File: src/rtl/corescore_uart_pkg.sv
// Shared types and helpers for the corescore UART blocks.
package corescore_uart_pkg;

   typedef enum logic [2:0] {
      ST_IDLE,
      ST_START,
      ST_DATA,
      ST_PARITY,
      ST_STOP
   } tx_state_t;

   localparam int unsigned PAR_NONE = 0;
   localparam int unsigned PAR_EVEN = 1;
   localparam int unsigned PAR_ODD  = 2;

   // Line bits per frame: start + data + optional parity + stop.
   function automatic int unsigned frame_bits(input int unsigned data_bits,
                                              input int unsigned parity,
                                              input int unsigned stop_bits);
      return 1 + data_bits + ((parity != PAR_NONE) ? 1 : 0) + stop_bits;
   endfunction

endpackage

File: src/rtl/corescore_sync_fifo.sv
// Single-clock FIFO with occupancy count; push ignored when full, pop ignored when empty.
module corescore_sync_fifo #(
   parameter int unsigned WIDTH = 8,
   parameter int unsigned DEPTH = 4
) (
   input  logic                       i_clk,
   input  logic                       i_rst_n,
   input  logic                       i_push,
   input  logic [WIDTH-1:0]           i_data,
   input  logic                       i_pop,
   output logic [WIDTH-1:0]           o_data,
   output logic [$clog2(DEPTH):0]     o_level,
   output logic                       o_full
);

   localparam int unsigned AW = $clog2(DEPTH);
   localparam int unsigned LW = AW + 1;

   if (DEPTH < 2 || (DEPTH & (DEPTH - 1)) != 0) begin : g_bad_depth
      $error("corescore_sync_fifo: DEPTH must be a power of two >= 2");
   end

   logic [WIDTH-1:0] mem [DEPTH];
   logic [AW-1:0]    wr_ptr;
   logic [AW-1:0]    rd_ptr;
   logic [LW-1:0]    level;
   logic             do_push;
   logic             do_pop;

   assign o_full  = (level == LW'(DEPTH));
   assign do_push = i_push & ~o_full;
   assign do_pop  = i_pop & (level != '0);
   assign o_data  = mem[rd_ptr];
   assign o_level = level;

   always_ff @(posedge i_clk) begin
      if (do_push) begin
         mem[wr_ptr] <= i_data;
      end
   end

   // Pointers are exactly AW bits wide, so wrap-around is free for power-of-two depths.
   always_ff @(posedge i_clk or negedge i_rst_n) begin
      if (!i_rst_n) begin
         wr_ptr <= '0;
         rd_ptr <= '0;
         level  <= '0;
      end else begin
         if (do_push) begin
            wr_ptr <= wr_ptr + 1'b1;
         end
         if (do_pop) begin
            rd_ptr <= rd_ptr + 1'b1;
         end
         case ({do_push, do_pop})
            2'b10:   level <= level + 1'b1;
            2'b01:   level <= level - 1'b1;
            default: level <= level;
         endcase
      end
   end

endmodule

File: src/rtl/corescore_uart_tx.sv
// UART transmitter: FIFO-buffered, configurable data bits, parity and stop bits,
// gap-free back-to-back frames while words are queued.
module corescore_uart_tx
   import corescore_uart_pkg::*;
#(
   parameter int unsigned CLK_FREQ_HZ = 16000000,
   parameter int unsigned BAUD_RATE   = 1000000,
   parameter int unsigned DATA_BITS   = 8,
   parameter int unsigned PARITY      = 0,
   parameter int unsigned STOP_BITS   = 1,
   parameter int unsigned FIFO_DEPTH  = 4
) (
   input  logic                           i_clk,
   input  logic                           i_rst_n,
   input  logic [DATA_BITS-1:0]           i_data,
   input  logic                           i_valid,
   output logic                           o_ready,
   output logic                           o_uart_tx,
   output logic                           o_busy,
   output logic [$clog2(FIFO_DEPTH):0]    o_level
);

   localparam int unsigned DIV      = CLK_FREQ_HZ / BAUD_RATE;
   localparam int unsigned STOP_LEN = STOP_BITS * DIV;
   localparam int unsigned CW       = $clog2(STOP_LEN);
   localparam int unsigned LW       = $clog2(FIFO_DEPTH) + 1;

   localparam logic [CW-1:0] BIT_RELOAD  = CW'(DIV - 1);
   localparam logic [CW-1:0] STOP_RELOAD = CW'(STOP_LEN - 1);
   localparam logic [2:0]    LAST_BIT    = 3'(DATA_BITS - 1);

   if (DIV < 2 || DATA_BITS < 5 || DATA_BITS > 8 || PARITY > 2 ||
       (STOP_BITS != 1 && STOP_BITS != 2) ||
       FIFO_DEPTH < 2 || (FIFO_DEPTH & (FIFO_DEPTH - 1)) != 0) begin : g_bad_params
      $error("corescore_uart_tx: illegal parameter combination");
   end

   tx_state_t            state;
   logic [CW-1:0]        cnt;
   logic [2:0]           bit_idx;
   logic [DATA_BITS-1:0] shreg;
   logic                 par_bit;
   logic                 pop;
   logic                 fifo_full;
   logic [DATA_BITS-1:0] head;
   logic [LW-1:0]        level;

   // The FIFO gates pushes with its own full flag, which is exactly i_valid & o_ready.
   corescore_sync_fifo #(
      .WIDTH (DATA_BITS),
      .DEPTH (FIFO_DEPTH)
   ) u_fifo (
      .i_clk   (i_clk),
      .i_rst_n (i_rst_n),
      .i_push  (i_valid),
      .i_data  (i_data),
      .i_pop   (pop),
      .o_data  (head),
      .o_level (level),
      .o_full  (fifo_full)
   );

   assign o_ready = ~fifo_full;
   assign o_level = level;
   assign o_busy  = (state != ST_IDLE) || (level != '0);

   always_comb begin
      pop = 1'b0;
      if (level != '0) begin
         pop = (state == ST_IDLE) || ((state == ST_STOP) && (cnt == '0));
      end
   end

   always_ff @(posedge i_clk or negedge i_rst_n) begin
      if (!i_rst_n) begin
         state     <= ST_IDLE;
         cnt       <= '0;
         bit_idx   <= '0;
         shreg     <= '0;
         par_bit   <= 1'b0;
         o_uart_tx <= 1'b1;
      end else begin
         case (state)
            ST_IDLE: begin
               o_uart_tx <= 1'b1;
               if (pop) begin
                  shreg     <= head;
                  par_bit   <= (^head) ^ (PARITY == PAR_ODD);
                  cnt       <= BIT_RELOAD;
                  o_uart_tx <= 1'b0;
                  state     <= ST_START;
               end
            end
            ST_START: begin
               if (cnt == '0) begin
                  o_uart_tx <= shreg[0];
                  shreg     <= shreg >> 1;
                  bit_idx   <= '0;
                  cnt       <= BIT_RELOAD;
                  state     <= ST_DATA;
               end else begin
                  cnt <= cnt - 1'b1;
               end
            end
            ST_DATA: begin
               if (cnt == '0) begin
                  cnt <= BIT_RELOAD;
                  if (bit_idx == LAST_BIT) begin
                     if (PARITY != PAR_NONE) begin
                        o_uart_tx <= par_bit;
                        state     <= ST_PARITY;
                     end else begin
                        o_uart_tx <= 1'b1;
                        cnt       <= STOP_RELOAD;
                        state     <= ST_STOP;
                     end
                  end else begin
                     o_uart_tx <= shreg[0];
                     shreg     <= shreg >> 1;
                     bit_idx   <= bit_idx + 1'b1;
                  end
               end else begin
                  cnt <= cnt - 1'b1;
               end
            end
            ST_PARITY: begin
               if (cnt == '0) begin
                  o_uart_tx <= 1'b1;
                  cnt       <= STOP_RELOAD;
                  state     <= ST_STOP;
               end else begin
                  cnt <= cnt - 1'b1;
               end
            end
            ST_STOP: begin
               if (cnt == '0) begin
                  // A queued word starts its start bit straight after the stop bit(s).
                  if (pop) begin
                     shreg     <= head;
                     par_bit   <= (^head) ^ (PARITY == PAR_ODD);
                     cnt       <= BIT_RELOAD;
                     o_uart_tx <= 1'b0;
                     state     <= ST_START;
                  end else begin
                     o_uart_tx <= 1'b1;
                     state     <= ST_IDLE;
                  end
               end else begin
                  cnt <= cnt - 1'b1;
               end
            end
            default: begin
               o_uart_tx <= 1'b1;
               state     <= ST_IDLE;
            end
         endcase
      end
   end

endmodule

File: config.mk
export PLATFORM = sky130hd
export DESIGN_NAME = corescore_uart_tx
export DESIGN_NICKNAME = d
export VERILOG_FILES = /design/src/rtl/corescore_uart_pkg.sv /design/src/rtl/corescore_sync_fifo.sv /design/src/rtl/corescore_uart_tx.sv
export SDC_FILE = /design/constraint.sdc
export NUM_CORES = 1
export LEC_CHECK = 0
export BUFFER_PORTS_ARGS = -buffer_cell sky130_fd_sc_hd__buf_2
export CAP_MARGIN = 20
export CORE_ASPECT_RATIO = 0.7
export CORE_MARGIN = 2
export CORE_UTILIZATION = 45
export CTS_CLUSTER_SIZE = 12
export DETAILED_ROUTE_END_ITERATION = 8
export PLACE_DENSITY_LB_ADDON = 0.3
export SETUP_SLACK_MARGIN = 0.4
export SLEW_MARGIN = 20
export SYNTH_ARGS = -nofsm -noshare
export SYNTH_HDL_FRONTEND = slang
export SYNTH_SLANG_ARGS = --single-unit
export TNS_END_PERCENT = 20
File: constraint.sdc
create_clock -name i_clk -period 2.5 [get_ports i_clk]
set_input_delay 0.5 -clock i_clk [delete_from_list [all_inputs] [get_ports i_clk]]
set_output_delay 0.5 -clock i_clk [all_outputs]
set_load 0.02 [all_outputs]
Word level (Yosys, flattened, before mapping)
Memories as Yosys holds them, arrays and structs flattened.
Cells that the tools add are included.
{"block": "word_totals", "regBits": 26, "ramBits": 32, "in_bits": 11, "wordCells": 82, "memories": 1}
{"block": "classes", "n_addsub": 6, "eq_ne": 15, "mux": 33, "bitwise_logic": 3, "reduce_logical": 16}
{"name": "u_fifo.mem", "words": 4, "width": 8, "rd": 1, "rd_ports_with_merged_regs": 0, "wr": 1, "line_no": "corescore_sync_fifo.sv:23", "text": "logic [WIDTH-1:0] mem [DEPTH];"}
{"cell": "8-bit two-way mux", "n": 5}
{"cell": "8-bit one-hot mux with 4 select lines", "n": 1}
{"cell": "3-bit two-way mux", "n": 9}
{"cell": "3-bit one-hot mux with 5 select lines", "n": 1}
{"cell": "4-bit two-way mux", "n": 3}
{"cell": "3-bit one-hot mux with 2 select lines", "n": 2}
{"cell": "4-bit one-hot mux with 3 select lines", "n": 1}
{"cell": "1-bit two-way mux", "n": 10}
{"cell": "2-bit inequality test (second input constant)", "n": 5}
{"cell": "3-bit == test (second input constant)", "n": 3}
{"cell": "3-bit nonzero test", "n": 3}
{"cell": "4-bit AND reduction", "n": 2}
{"cell": "3-bit by 1-bit adder with 3-bit output (second input constant)", "n": 2}
{"cell": "3-bit by 2-bit == test with 1-bit output (second input constant)", "n": 2}
{"cell": "6-bit AND reduction", "n": 1}
{"cell": "1-bit one-hot mux with 5 select lines", "n": 1}
{"cell": "5-bit AND reduction", "n": 1}
{"cell": "2-bit by 1-bit adder with 2-bit output (second input constant)", "n": 2}
{"cell": "4-bit zero test", "n": 1}
{"cell": "2-bit by 1-bit inequality test with 1-bit output (second input constant)", "n": 2}
{"cell": "2-bit nonzero test", "n": 2}
{"cell": "4-bit nonzero test", "n": 1}
{"cell": "4-bit by 1-bit subtractor with 4-bit output (second input constant)", "n": 1}
{"cell": "3-bit by 1-bit == test with 1-bit output (second input constant)", "n": 1}
{"cell": "other kinds (9)", "n": 11}

Logic depth before layout (Yosys ltp)
Gate-level depths: netlist (run 1).
{"block": "depth", "word_depth": 7, "ltp_mapped": 11}

Modules after synthesis
From an unflattened synthesis (run 1), not the netlist that was laid out.
{"block": "hier_totals", "hier_cells": 190, "area_unflattened_um2": 2777.7}
{"module": "corescore_sync_fifo", "n_inst": 1, "cells_per_inst": 78, "area_each_um2": 1580.3, "seq_area_each_um2": 1136.1}
{"module": "corescore_uart_tx", "n_inst": 1, "cells_per_inst": 112, "area_each_um2": 1197.4, "seq_area_each_um2": 476.7}

Worst setup path after synthesis (run 1)
Ideal clock, no wire load.
{"block": "synth_path", "path_type": "reg2reg", "start": "register cnt[0]", "end": "register u_fifo.level[2] (netlist: u_fifo.o_level[2])", "setup_ps": 80, "arrival_time_ps": 2478, "required_ps": 2420, "slack_ps": -58, "stages_incl_launch_ff": 12, "synth_period_minus_slack_ps": 2558, "cell_sequence": "dfrtp_1 inv_1 ha_1 or3b_1 buf_6 a211oi_2 ha_1 inv_1 fa_1 xor2_1 nor2_1 xor2_1"}
{"block": "synth_between", "elab_chain_len": 7, "elab_cells_between_ends": 9}
{"item": "start: declaration", "line_no": "corescore_uart_tx.sv:39", "text": "logic [CW-1:0] cnt;"}
{"item": "start signal: assignment", "line_no": "corescore_uart_tx.sv:102", "text": "cnt <= cnt - 1'b1;"}
{"item": "start signal: assignment", "line_no": "corescore_uart_tx.sv:123", "text": "cnt <= cnt - 1'b1;"}
{"item": "start signal: assignment", "line_no": "corescore_uart_tx.sv:132", "text": "cnt <= cnt - 1'b1;"}
{"item": "4-bit zero test *", "line_no": "corescore_uart_tx.sv:70", "text": "pop = (state == ST_IDLE) || ((state == ST_STOP) && (cnt == '0));"}
{"item": "1-bit logical AND *", "line_no": "corescore_uart_tx.sv:70"}
{"item": "1-bit logical OR *", "line_no": "corescore_uart_tx.sv:70"}
{"item": "1-bit two-way mux *", "line_no": "corescore_uart_tx.sv:69", "text": "if (level != '0) begin"}
{"item": "1-bit AND *", "line_no": "corescore_sync_fifo.sv:32", "text": "assign do_pop = i_pop & (level != '0);"}
{"item": "net u_fifo.do_pop", "line_no": "corescore_sync_fifo.sv:28", "text": "logic do_pop;"}
{"item": "2-bit by 1-bit == test with 1-bit output / 2-bit == test (equally long branches)", "line_no": "corescore_sync_fifo.sv:55", "text": "case ({do_push, do_pop})"}
{"item": "3-bit one-hot mux with 2 select lines / 2-bit nonzero test (equally long branches)"}
{"item": "end signal: assignment", "line_no": "corescore_sync_fifo.sv:56", "text": "2'b10: level <= level + 1'b1;"}
{"item": "end signal: assignment", "line_no": "corescore_sync_fifo.sv:57", "text": "2'b01: level <= level - 1'b1;"}
{"item": "end signal: assignment", "line_no": "corescore_sync_fifo.sv:58", "text": "default: level <= level;"}
{"item": "end: declaration", "line_no": "corescore_sync_fifo.sv:26", "text": "logic [LW-1:0] level;"}
The timed path passes the listed nets; every way through them passes the cells marked *.
A chain may end at the register's enable or synchronous reset.

Worst setup path in the final report (run 1)
Same ends and word-level chain as after synthesis.

==> results of run 1 <==
-- cells by family after synthesis --
logic type / after synthesis / share of synthesized area (%)
buffers and inverters: 18 / 2.940
adders and majority gates: 9 / 4.410
and+or+nand+nor: 42 / 8.544
xor gates and xnor gates: 7 / 2.251
muxes: 26 / 14.42
AOI/OAI and AO/OA: 33 / 8.223
DFF: 58 / 59.21
-- cells in the final DEF, fill, tap and decap left out, types with 4 or more instances in the layout --
| cell | count |
|---|---|
| a21oi_1 | 4 |
| and3_1 | 5 |
| buf_2 | 16 |
| buf_4 | 17 |
| clkbuf_8 | 9 |
| dfrtp_1 | 25 |
| edfxtp_1 | 32 |
| ha_1 | 6 |
| inv_1 | 7 |
| mux2_2 | 16 |
| mux4_2 | 9 |
| nand2_1 | 9 |
| nand3_1 | 4 |
| nor2_1 | 8 |
| o21ai_0 | 10 |
| xor2_1 | 4 |
-- worst max-delay path, delay by kind of cell, from the launching register on --
family,cells,cell delay (ps)
buf+inv,2,130
simple gates,2,510
flops,1,400
xor+xnor,2,300
fa+ha+maj,3,690
compound gates,1,240
-- what timing repair did --
action	CTS	global route
setup buffers	5	4
endpoints found under the setup margin	5	11
pin swaps	6	5
resized for setup	5	0
endpoints found under the hold margin	0	0
-- report_power, final --
group | switching [mW] | total [mW] | internal [mW] | leakage [nW]
clock network | 0.355 | 0.704 | 0.350 | 0.0795
registers | 0.226 | 1.54 | 1.32 | 0.609
logic | 0.716 | 1.49 | 0.775 | 0.557
-- flip-flops by register name, summed over array words and instances, names as in the netlist --
register	cells
u_fifo.o_level	3
u_fifo.wr_ptr	2
u_fifo.rd_ptr	2
o_uart_tx	1
u_fifo.mem	32
shreg	8
state	3
bit_idx	3
cnt	4
-- layout make-up --
cell class	count	area (sq um)	area share [%]
flip-flops and latches	58	1613	50.85
multi-input cells	117	1059	33.37
repair buffers	33	207.7	6.548
clock buffers	10	127.6	4.024
well taps	75	93.84	2.959
inverters	10	37.54	1.183
clock inverters	6	33.78	1.065
-- per-layer routing --
layer	vias to the layer above	share of wire, %	GRT usage (%)
met1	823	52	24.20
met2	31	42	20.45
met4	0	0.75	6.260
li1	789	-	-
met3	4	5.0	6.694
met5	-	0	0
-- per-stage QoR --
stage                     setup WS, ps  hold WS [ps]  instances
after floorplan                  25.33         204.4        193
final                            165.3         162.7        309
after detailed placement         53.42         492.1        284
after CTS                        158.1         162.1        305
after global placement           112.2         484.3        284
after global routing             38.07         191.8        309
-- final timing paths --
path	from	endpoint	cells after the start
max	cnt[0]$_DFFE_PN0P_	u_fifo.o_level[2]$_DFFE_PN0P_	10
min	i_rst_n	bit_idx[1]$_DFFE_PN0P_	1
max reg2reg	cnt[0]$_DFFE_PN0P_	u_fifo.o_level[2]$_DFFE_PN0P_	10
min reg2reg	shreg[3]$_DFFE_PN0P_	shreg[3]$_DFFE_PN0P_	1
max in group asynchronous	i_rst_n	u_fifo.rd_ptr[1]$_DFFE_PN0P_	1
min in group i_clk	i_data[6]	u_fifo.mem[0][6]$_DFFE_PP_	1
==> out/results.tsv, run 1 <==
stage	metric	value	unit
drt	drt drc	0	
final_layout	fin area	3172	sq um
drt	TritonRoute pass-1 iters	4	
clock_tree	CTS Buf Count	9	
global_routing	total gr overflow	0	
run_status	status	completed	
synthesis	top cell type by total area after synthesis	edfxtp_1	
timing	relative slew slack	60.13	%
global_routing	antenna violations before repair	0	
synthesis	Synthesized Nets	213	
clock_tree	CTS Hold Buffers Added	0	
drt	Routed WL	4.965	mm
synthesis	share of the synthesized area in the top cell type	35.28	%
final_layout	Core Util, Final	54.83	%
synthesis	Synth Flop Type	edfxtp_1	
synthesis	Seq/Total Area, Yosys	59.21	%
placed_design	DP Wirelength	3.500	mm
placed_design	IO Port Bufs	16	
floorplanning	Die ar.	6702	sq um
floorplanning	Core ar.	5784	sq um
synthesis	Cell variety after synth	42	
floorplanning	I/O Pins	17	
clock_tree	CTS max path bufs	2	
global_routing	largest net degree at the start of global routing	27	
timing	crit share post-route	93.39	%
synthesis	Avg Inst Size Synth	14.11	sq um
global_routing	number of global-route vias before repair	1579	
placed_design	placed inst area	2930	sq um
synthesis	synth top area cells	edfxtp_1, dfrtp_1, mux4_2	
drt	Starting DRT DRC Count	94	
setup_path	WP data arrival	2600	ps
synthesis	Cells after Synth	193	
setup_path	critical path launch point type	flop	
setup_path	CP required	2760	ps
clock_tree	H-Tree Depth	3	
synthesis	Post-Syn Area	2724	sq um
floorplanning	Die Wd	96.99	um
final_layout	Fill cells	468	
synthesis	Synth Warn #	0	
global_routing	global-route wire length before repair	8.155	mm
setup_path	CP Capture Type	flop	
drt	vias post-DR	1647	
clock_tree	clk root buf	clkbuf_8	
setup_path	crit-path cells	inv_2 > ha_4 > or3b_4 > a211oi_4 > ha_2 > inv_2 > fa_2 > xor2_1 > nor2_1 > xor2_1	
timing	Final min period	2335	ps
timing	highest clock rate	0.4283	GHz
final_layout	layout cell share with drive strength beyond 1	36.75	%
final_layout	Diodes inserted	0	
setup_path	crit-path max FO	2	
pwr	Peak supply drop	0.8435	mV
pwr	Power Density	1179	nW/um^2
floorplanning	chip height	69.10	um
clock_tree	clock-pin slew on the worst setup and hold paths	70	ps
synthesis	Post-synth top cells	edfxtp_1, dfrtp_1, mux2_2	
global_routing	Tot GR Track Use	16.08	%
timing	Fin. Hold Viols	0	
drt	Vias/cell	5.330	
timing	RSZ-0062 raised after global routing	yes	
setup_path	Crit Path Category	flop to flop	
setup_path	Max stage delay on crit path	400	ps
synthesis	count leader, synth	edfxtp_1	
clock_tree	Clock Sink Count	58	
synthesis	FF+latch count, synth	58	
setup_path	r2r setup slk	170	ps
timing	worst-margin pin slew	598.1	ps
clock_tree	CTS tree	done	
timing	Final Max Tran Viols	0	
drt	Routed WL per cell	16.07	um
timing	setup violators final	0	
flow_run	Max Cap Viol	0	
hold_path	Hold Crit Class	input pin to async pin	
placed_design	gpl congestion	0.8455	
final_layout	Final nets	249	
pwr	Leak	1.246	nW
timing	Setup Total Neg Slack	0	ps
drt	antenna-violating nets left	0	
floorplanning	num rows	23	
timing	Layout Skew	8.714	ps
pwr	total power	3.739	mW
synthesis	Post-synth EDFFs	32	
setup_path	crit path max-delay cell type	dfrtp_1	
clock_tree	clk_lat worst skew	340	ps
final_layout	Area growth, synth to finish	16.44	%
synthesis	share of flip-flops with an asynchronous set or reset	44.83	%
floorplanning	initial core utilization	47.09	%
(Power assumes the default switching activity.)
==> inputs of run 2 (changes only) <==
--- a/config.mk
+++ b/config.mk
@@ -13,6 +13,7 @@
 export CTS_CLUSTER_SIZE = 12
 export DETAILED_ROUTE_END_ITERATION = 8
 export PLACE_DENSITY_LB_ADDON = 0.3
+export RECOVER_POWER = 25
 export SETUP_SLACK_MARGIN = 0.4
 export SLEW_MARGIN = 20
 export SYNTH_ARGS = -nofsm -noshare
==> out/results.tsv, run 2 (synthesis results as in run 1) <==
stage	metric	value	unit	change
run_status	status	completed		unchanged
floorplanning	Core ar.	5784	sq um	unchanged
floorplanning	Die ar.	6702	sq um	unchanged
pwr	Flop pwr share	41.3	%	about the same
setup_path	worst flop-to-flop path startpoint	cnt[0]$_DFFE_PN0P_		unchanged
hold_path	Hold Crit Class	input pin to async pin		unchanged
floorplanning	Die Wd	96.99	um	unchanged
placed_design	gpl congestion	0.8455		unchanged
pwr	Leak	1.224	nW	was 1.246 nW
floorplanning	num rows	23		unchanged
pwr	Power Density	1182	nW/um^2	was 1179 nW/um^2
placed_design	IO Port Bufs	16		unchanged
clock_tree	CTS max path bufs	2		unchanged
setup_path	Worst Setup SP	cnt[0]$_DFFE_PN0P_		unchanged
clock_tree	Clock Sink Count	58		unchanged
final_layout	Core Util, Final	54.66	%	was 54.83%
clock_tree	clk root buf	clkbuf_8		unchanged
timing	Fin. Hold Viols	0		unchanged
global_routing	largest net degree at the start of global routing	27		unchanged
final_layout	Top Registers	u_fifo.mem: 32 flops, shreg: 8 flops, cnt: 4 flops		unchanged
global_routing	GRT met2 Usage	20.45	%	unchanged
final_layout	number of flip-flops in the largest register	32		unchanged
pwr	Combinational Power Share	39.9	%	about the same
drt	Vias/cell	5.405		was 5.330
setup_path	crit-path cells	inv_2 > ha_4 > or3b_4 > a211oi_4 > ha_2 > inv_2 > fa_2 > xor2_1 > nor2_1 > xor2_1		unchanged
clock_tree	clock-pin slew on the worst setup and hold paths	70	ps	about the same
setup_path	crit path max-delay cell type	dfrtp_1		unchanged
global_routing	number of global-route vias before repair	1579		unchanged
timing	worst hold slack	162.6	ps	was 162.7 ps
final_layout	Diodes inserted	0		unchanged
global_routing	Most Used Layer, Global Route	met1		unchanged
setup_path	WP data arrival	2600	ps	about the same
drt	vias post-DR	1670		was 1647
pwr	Sw Ratio	34.70	%	was 34.67%
pwr	Psw	1.297	mW	was 1.296 mW
timing	Final min period	2341	ps	was 2335 ps
timing	Final Max Tran Viols	0		unchanged
global_routing	total gr overflow	0		unchanged
global_routing	met1 usage	24.20	%	unchanged
timing	relative slew slack	60.17	%	was 60.13%
timing	setup violators final	0		unchanged
placed_design	dpl cells	284		unchanged
flow_run	Max Cap Viol	0		unchanged
floorplanning	chip height	69.10	um	unchanged
drt	antenna-violating nets left	0		unchanged
drt	drt drc	0		unchanged
drt	Routed WL	4.952	mm	was 4.965 mm
timing	highest clock rate	0.4272	GHz	was 0.4283 GHz
global_routing	global-route wire length before repair	8.155	mm	unchanged
setup_path	crit-path max FO	2		unchanged
clock_tree	H-Tree Depth	3		unchanged
timing	Setup Total Neg Slack	0	ps	unchanged
final_layout	Fill cells	474		was 468
clock_tree	CTS tree	done		unchanged
pwr	total power	3.737	mW	was 3.739 mW
pwr	Peak supply drop	0.8429	mV	was 0.8435 mV
final_layout	Final Non-Filler Cells	309		unchanged
global_routing	routing usage on met3	6.694	%	unchanged
final_layout	Area growth, synth to finish	16.08	%	was 16.44%
timing	RSZ-0062 raised after global routing	yes		unchanged
setup_path	Crit Path Category	flop to flop		unchanged
pwr	P_int	2.440	mW	was 2.443 mW
final_layout	Largest Register	u_fifo.mem		unchanged
floorplanning	I/O Pins	17		unchanged
setup_path	critical path launch point type	flop		unchanged
clock_tree	clk_lat worst skew	340	ps	about the same
global_routing	Tot GR Track Use	16.08	%	unchanged
drt	TritonRoute pass-1 iters	4		unchanged
final_layout	commonest non-fill, non-tap cell in the layout	edfxtp_1		unchanged
drt	Routed WL per cell	16.03	um	was 16.07 um
placed_design	DP Wirelength	3.500	mm	unchanged
timing	worst-margin pin slew	597.4	ps	was 598.1 ps
final_layout	Final nets	249		unchanged
setup_path	Max stage delay on crit path	400	ps	about the same
setup_path	CP Capture Type	flop		unchanged
setup_path	worst-case reg-to-reg path depth	10		unchanged
timing	crit share post-route	93.63	%	was 93.39%
timing	Layout Skew	8.338	ps	was 8.714 ps
pwr	clock network power share	18.8	%	about the same
final_layout	most frequent cells in the layout	edfxtp_1, dfrtp_1, buf_4, mux2_2, o21ai_0		was edfxtp_1, dfrtp_1, buf_4, mux2_2, buf_2
floorplanning	initial core utilization	47.09	%	unchanged
final_layout	layout cell share with drive strength beyond 1	33.33	%	was 36.75%
clock_tree	CTS Buf Count	9		unchanged
drt	Starting DRT DRC Count	105		was 94
setup_path	CP required	2760	ps	about the same
global_routing	antenna violations before repair	0		unchanged
[run 2: power groups by stage]
stage	logic [mW]	clock network, mW	registers, mW
after floorplan	1.06	0	1.50
after global placement	1.34	0	1.55
after detailed placement	1.39	0	1.56
after CTS	1.46	0.729	1.54
after global routing	1.63	0.780	1.59
final	1.49	0.702	1.54
[run 2: path summary, 6_finish.rpt]
| check | to | slack (ps) |
|---|---|---|
| worst max-delay path | u_fifo.o_level[2]$_DFFE_PN0P_ | 160 |
| worst min-delay path | bit_idx[1]$_DFFE_PN0P_ | 160 |
| worst max register to register | u_fifo.o_level[2]$_DFFE_PN0P_ | 160 |
| worst min register to register | shreg[3]$_DFFE_PN0P_ | 500 |
| max in group asynchronous | u_fifo.rd_ptr[1]$_DFFE_PN0P_ | 1930 |
| min in group i_clk | u_fifo.mem[2][7]$_DFFE_PP_ | 430 |
[run 2: layout make-up]
| class | count | area (sq um) | area share [%] |
|---|---|---|---|
| flip-flops and latches | 58 | 1613 | 51.01 |
| multi-input cells | 117 | 1059 | 33.48 |
| repair buffers | 33 | 197.7 | 6.252 |
| clock buffers | 10 | 127.6 | 4.036 |
| well taps | 75 | 93.84 | 2.968 |
| inverters | 10 | 37.54 | 1.187 |
| clock inverters | 6 | 33.78 | 1.068 |
[run 2: critical path, delay by kind of cell (launching register included)]
kind                     cells  cell delay (ps)
XOR/XNOR                     2              300
AO/OA/AOI/OAI                1              230
adder cells (fa/ha/maj)      3              690
buffers and inverters        2              130
flip-flops                   1              400
AND/OR/NAND/NOR              2              510
[run 2: per-stage QoR]
step                instance area, sq um  setup WS, ps
floorplan                           2739         25.33
global placement                    2930         112.2
detailed placement                  2930         53.42
CTS                                 3142         158.1
global route                        3162         38.07
finish                              3162         159.3
[run 2: layer usage]
metal | up-vias | share of wire (%) | wire [um]
met2 | 44 | 43 | 2127
met4 | 0 | 0.95 | 47
met5 | - | 0 | 0
met1 | 829 | 50 | 2492
met3 | 6 | 5.7 | 284
li1 | 791 | - | -
[run 2: repair_timing]
| item | in CTS | in global routing |
|---|---|---|
| setup endpoints to repair | 5 | 11 |
| gates cloned | 0 | 0 |
| setup buffers | 5 | 4 |
| hold buffers | 0 | 0 |
| endpoints found under the hold margin | 0 | 0 |
| pin swaps | 6 | 5 |
| gates resized for setup | 5 | 0 |
